--- config.mk ---
export PLATFORM = sky130hd
export DESIGN_NAME = pipe_stage_reg
export DESIGN_NICKNAME = d
export VERILOG_FILES = /design/src/rtl/pipe_stage_reg.sv
export SDC_FILE = /design/constraint.sdc
export NUM_CORES = 1
export LEC_CHECK = 0
export BUFFER_PORTS_ARGS = -buffer_cell sky130_fd_sc_hd__buf_2
export CAP_MARGIN = 20
export CORE_ASPECT_RATIO = 0.5
export CORE_MARGIN = 10
export CORE_UTILIZATION = 45
export DETAILED_ROUTE_END_ITERATION = 6
export PLACE_DENSITY = 0.69
export SLEW_MARGIN = 10
export SYNTH_ARGS = -nofsm -noshare
export SYNTH_HDL_FRONTEND = slang
export SYNTH_SLANG_ARGS = --single-unit
export TNS_END_PERCENT = 30
--- constraint.sdc ---
create_clock -name clk -period 2.3 [get_ports clk]
set_clock_uncertainty 0.15 [all_clocks]
set_input_delay 0.345 -clock clk [delete_from_list [all_inputs] [get_ports clk]]
set_output_delay 0.345 -clock clk [all_outputs]
set_load 0.02 [all_outputs]
--- src/rtl/pipe_stage_reg.sv ---
// rtl/pipe_stage_reg.sv - valid/ready pipeline stage register with optional skid entry and stall counter
module pipe_stage_reg #(
    parameter int CTRL_W = 8,
    parameter int DATA_W = 128,
    parameter int SKID   = 1,
    parameter int CNT_W  = 16
) (
    input  logic              clk,
    input  logic              rst,
    input  logic              flush,
    input  logic              in_valid,
    output logic              in_ready,
    input  logic [CTRL_W-1:0] in_ctrl,
    input  logic [DATA_W-1:0] in_data,
    output logic              out_valid,
    input  logic              out_ready,
    output logic [CTRL_W-1:0] out_ctrl,
    output logic [DATA_W-1:0] out_data,
    output logic [CNT_W-1:0]  stall_cnt
);

    localparam logic [1:0] ST_EMPTY = 2'b00;
    localparam logic [1:0] ST_FULL  = 2'b01;
    localparam logic [1:0] ST_SKIDF = 2'b10;

    logic [1:0]        state;
    logic [CTRL_W-1:0] main_ctrl;
    logic [DATA_W-1:0] main_data;
    logic [CTRL_W-1:0] skid_ctrl;
    logic [DATA_W-1:0] skid_data;

    assign out_valid = (state != ST_EMPTY);
    assign out_ctrl  = main_ctrl;
    assign out_data  = main_data;

    // With the skid entry, ready comes only from the state register.
    assign in_ready = (SKID != 0) ? (state != ST_SKIDF)
                                  : ((state == ST_EMPTY) || out_ready);

    always_ff @(posedge clk) begin
        if (rst) begin
            state     <= ST_EMPTY;
            main_ctrl <= '0;
            main_data <= '0;
            skid_ctrl <= '0;
            skid_data <= '0;
        end else if (flush) begin
            state     <= ST_EMPTY;
            main_ctrl <= '0;
            main_data <= '0;
            skid_ctrl <= '0;
            skid_data <= '0;
        end else begin
            case (state)
                ST_EMPTY: begin
                    if (in_valid) begin
                        main_ctrl <= in_ctrl;
                        main_data <= in_data;
                        state     <= ST_FULL;
                    end
                end
                ST_FULL: begin
                    if (out_ready) begin
                        if (in_valid) begin
                            main_ctrl <= in_ctrl;
                            main_data <= in_data;
                        end else begin
                            // Drained: ctrl drops to a bubble, data keeps its last value.
                            main_ctrl <= '0;
                            state     <= ST_EMPTY;
                        end
                    end else if (in_valid && (SKID != 0)) begin
                        skid_ctrl <= in_ctrl;
                        skid_data <= in_data;
                        state     <= ST_SKIDF;
                    end
                end
                ST_SKIDF: begin
                    if (out_ready) begin
                        main_ctrl <= skid_ctrl;
                        main_data <= skid_data;
                        state     <= ST_FULL;
                    end
                end
                default: begin
                    state     <= ST_EMPTY;
                    main_ctrl <= '0;
                end
            endcase
        end
    end

    always_ff @(posedge clk) begin
        if (rst) begin
            stall_cnt <= '0;
        end else if (out_valid && !out_ready && (stall_cnt != {CNT_W{1'b1}})) begin
            stall_cnt <= stall_cnt + CNT_W'(1);
        end
    end

endmodule

==> results summary <==
The clock input transition at the sequential cells of the worst setup and hold paths is roughly 0.070 ns. The power density relative to cell area is 721 nW/µm². The minimum clock period after layout is 2.15 ns. The I/O pin total is 295.

After detailed routing, the average wire length per cell comes to 17.2 µm. The async set-reset flop share out of synthesis came out at 0%. The critical path is of the reg2out type. Global routing used around two fifths of the available met2 tracks. The via count is 10,800. For the worst setup path, the data arrival time is 1.66 ns. The clock latency reported for the late side of the worst-skew pair came out at 0.55 ns. The first-pass GRT wire length came out at 56,000 µm.

In this run the worst hold path is classified as in2reg. The share of the cycle needed by the critical path after routing came out at 93.7%. The met1 track demand over resource in global routing came out at 21.7%.

The area added between synthesis and finish is 36.0%. The leakage component of the power came out at 7.14 nW. The die extent in y is roughly 130 µm. The cell row count came out at slightly above 40. The number of nets in the finished design is 1,833. The count of final setup violators came out at 0.

During placement, the flow inserted port buffers numbering 294. Post-CTS timing repair inserted 0 buffers for setup. The worst path required time came out at 1.80 ns. The critical path goes through nand2b_4 > buf_2. Leaving out fill and tap cells, the most frequent cell in the layout is sky130_fd_sc_hd__buf_2.

The reported max-cap violation count is 0. The first TritonRoute pass finished after 5 iterations. The violation count after the first detailed-route iteration is 745. Setup repair after global routing left no endpoint under its margin. The final total power is ~11 mW. The type of origin of the critical path is a register. The max-slew violation total from the final report came to 0. The slowest stage of the critical path belongs to the cell sky130_fd_sc_hd__dfxtp_1.

At the pin with the least slew margin, the transition time is 0.607 ns. TritonCTS built the clock tree. For this run, the leading register cell type out of synthesis is sky130_fd_sc_hd__dfxtp_1. The area of the die came out at 32,900 µm². The core occupancy in the finished layout is between 60% and 70%. The post-route netlist has 22.4% of its cells at a drive strength greater than 1.

The run finished with clean final reports. In this run the horizontal extent of the chip is 247 µm. Before CTS, the worst setup slack after placement is 0.134 ns.

The ratio of routed vias to standard cells came out at approximately 5.3. The routability congestion estimate from global placement came out at 0.864. The number of buffers between clock root and the deepest sink is 3. The met3 global-route usage came out at 3.43%.

Counting the buffers created by CTS gives 27. The top cell types in the final layout, fill and taps aside, are 294 x sky130_fd_sc_hd__buf_2, 290 x sky130_fd_sc_hd__dfxtp_1, 278 x sky130_fd_sc_hd__nand2_1, 146 x sky130_fd_sc_hd__a21oi_1, 144 x sky130_fd_sc_hd__nor2_1. The sequential cell area fraction in the yosys report came out at 50.2%. For this run, design rule violations remaining after detail routing come to 0. The half-perimeter wire length after placement came out at 23,000 µm. After technology mapping, the gate count stands at ~1,300. The number of antenna violations at the first check in global routing was 5. The total overflow left after global routing is 0. CTS built an H-tree with a depth of 1.

The tree is rooted in a sky130_fd_sc_hd__clkbuf_16. Entering global routing, the biggest net connects 123 pins. The worst path meets setup with 0.145 ns of slack. Synthesis produced a netlist with a net count of 1,455. The core region area came out at 25,200 µm². The mean instance size in the synthesized netlist is around 8.8 µm².

In this run the worst path has a maximum fanout of 11. The post-route cell area is 15,700 µm². The delay of the slowest cell on the worst path is 0.48 ns. The highest-utilization routing layer at the global route stage is met2. The headroom to the max-slew limit is around three fifths. Derived from the worst setup path, the maximum achievable clock frequency is 464 MHz. The post-route setup TNS came out at 0 ns. The number of clock sinks seen by CTS came out at 290. The number of flip-flops and latches in the synthesized netlist is just under 300. The netlist uses 47 different library cells.

The effective utilization at floorplan came out at 45.8%. The number of global-route vias before repair came to 10,900. The number of nets with antenna violations after detailed routing is 0. The count of flip-flops with a built-in enable after synthesis came out at 0.

The final count of hold timing violations was 0. The sort of element at the end of the critical path is an output port. In this run the cell area measured after placement is 13,400 µm². The total global routing track utilization came out at roughly 20%. The detailed-route wire length is 35,400 µm. The combined area of all synthesized cells is 11,600 µm². Across the VDD grid, the largest voltage drop is just under 0.0005 V. For this run, the number of Yosys warnings is 0.
## worst max-delay path, delay by kind of cell, from the launching register on
kind	cells	cell delay (ns)
AND/OR/NAND/NOR	1	0.38
buffers and inverters	1	0.24
flip-flops	1	0.48
## cell usage after synthesis, types with 3 or more instances
cell type	number	area (µm²)
sky130_fd_sc_hd__o31ai_1	3	22.5
sky130_fd_sc_hd__nand2_1	278	1040
sky130_fd_sc_hd__a222oi_1	8	80.1
sky130_fd_sc_hd__buf_4	4	30.0
sky130_fd_sc_hd__nand4_1	5	31.3
sky130_fd_sc_hd__nor4_1	4	25.0
sky130_fd_sc_hd__nand3_1	3	15.0
sky130_fd_sc_hd__nor2_1	144	541
sky130_fd_sc_hd__buf_2	59	295
sky130_fd_sc_hd__or3_1	3	18.8
sky130_fd_sc_hd__or4_1	4	30.0
sky130_fd_sc_hd__a21oi_1	146	731
sky130_fd_sc_hd__nor2b_1	6	37.5
sky130_fd_sc_hd__and4_1	3	26.3
sky130_fd_sc_hd__a211oi_1	130	976
sky130_fd_sc_hd__o21ai_0	4	20.0
sky130_fd_sc_hd__mux2i_1	130	1300
sky130_fd_sc_hd__nand2b_1	4	25.0
sky130_fd_sc_hd__dfxtp_1	290	5810
sky130_fd_sc_hd__nor3_1	8	40.0
sky130_fd_sc_hd__clkbuf_1	46	173
## power by group
group	leakage (nW)	switching [mW]	internal [mW]	total (mW)
registers	2.35	0.0689	5.15	5.22
logic	4.32	0.693	0.513	1.21
clock network	0.469	2.01	2.90	4.91
total	7.14	2.77	8.56	11.3
## stage by stage
stage,hold slack [ns],instances
4_1_cts,0.0526,2055
5_1_grt,0.100,2061
3_3_place_gp,0.290,1868
2_1_floorplan,0.268,1313
3_5_place_dp,0.296,1868
6_report,0.0783,2061
## path summary, 6_finish.rpt
kind,start,endpoint,slack [ns],cells past startpoint
worst max-delay path,state[0],in_ready,0.15,2
worst min-delay path,rst,stall_cnt[9],0.08,2
worst max register to register,stall_cnt[0],stall_cnt[11],0.24,5
worst min register to register,skid_data[85],skid_data[85],0.30,2
## cell families after synthesis
group | after synthesis | share of synthesized area (%)
AND/OR/NAND/NOR | 475 | 16.9
multiplexers | 133 | 11.6
adder cells (fa/ha/maj) | 1 | 0.108
buffers and inverters | 113 | 4.50
flip-flops | 290 | 50.2
AO/OA/AOI/OAI | 301 | 16.7
## sequential cells by signal, indices dropped and copies added, names as in the netlist
signal	count
stall_cnt	16
out_ctrl	8
state	2
skid_data	128
out_data	128
skid_ctrl	8
## area by class of cell
type                       count  area, µm²
tap                          344        430
sequential                   290       5810
multi-input combinational    911       5260
clock inverter                14        214
antenna                        5       12.5
clock buffer                  36        759
fill                        2084       9520
inverter                       2       7.51
timing repair buffer         459       3230
## what timing repair did
item,4_1_cts,5_1_grt
endpoints found under the setup margin,0,2
hold buffers,137,0
gates resized for setup,0,1
endpoints found under the hold margin,204,0
## per-layer routing
layer | up-vias | routed length (µm)
li1 | 5342 | -
met1 | 5106 | 13700
met2 | 257 | 18600
met3 | 117 | 1140
met4 | 0 | 1990
met5 | - | 0
Note: power is estimated with default switching activity, not from simulation.
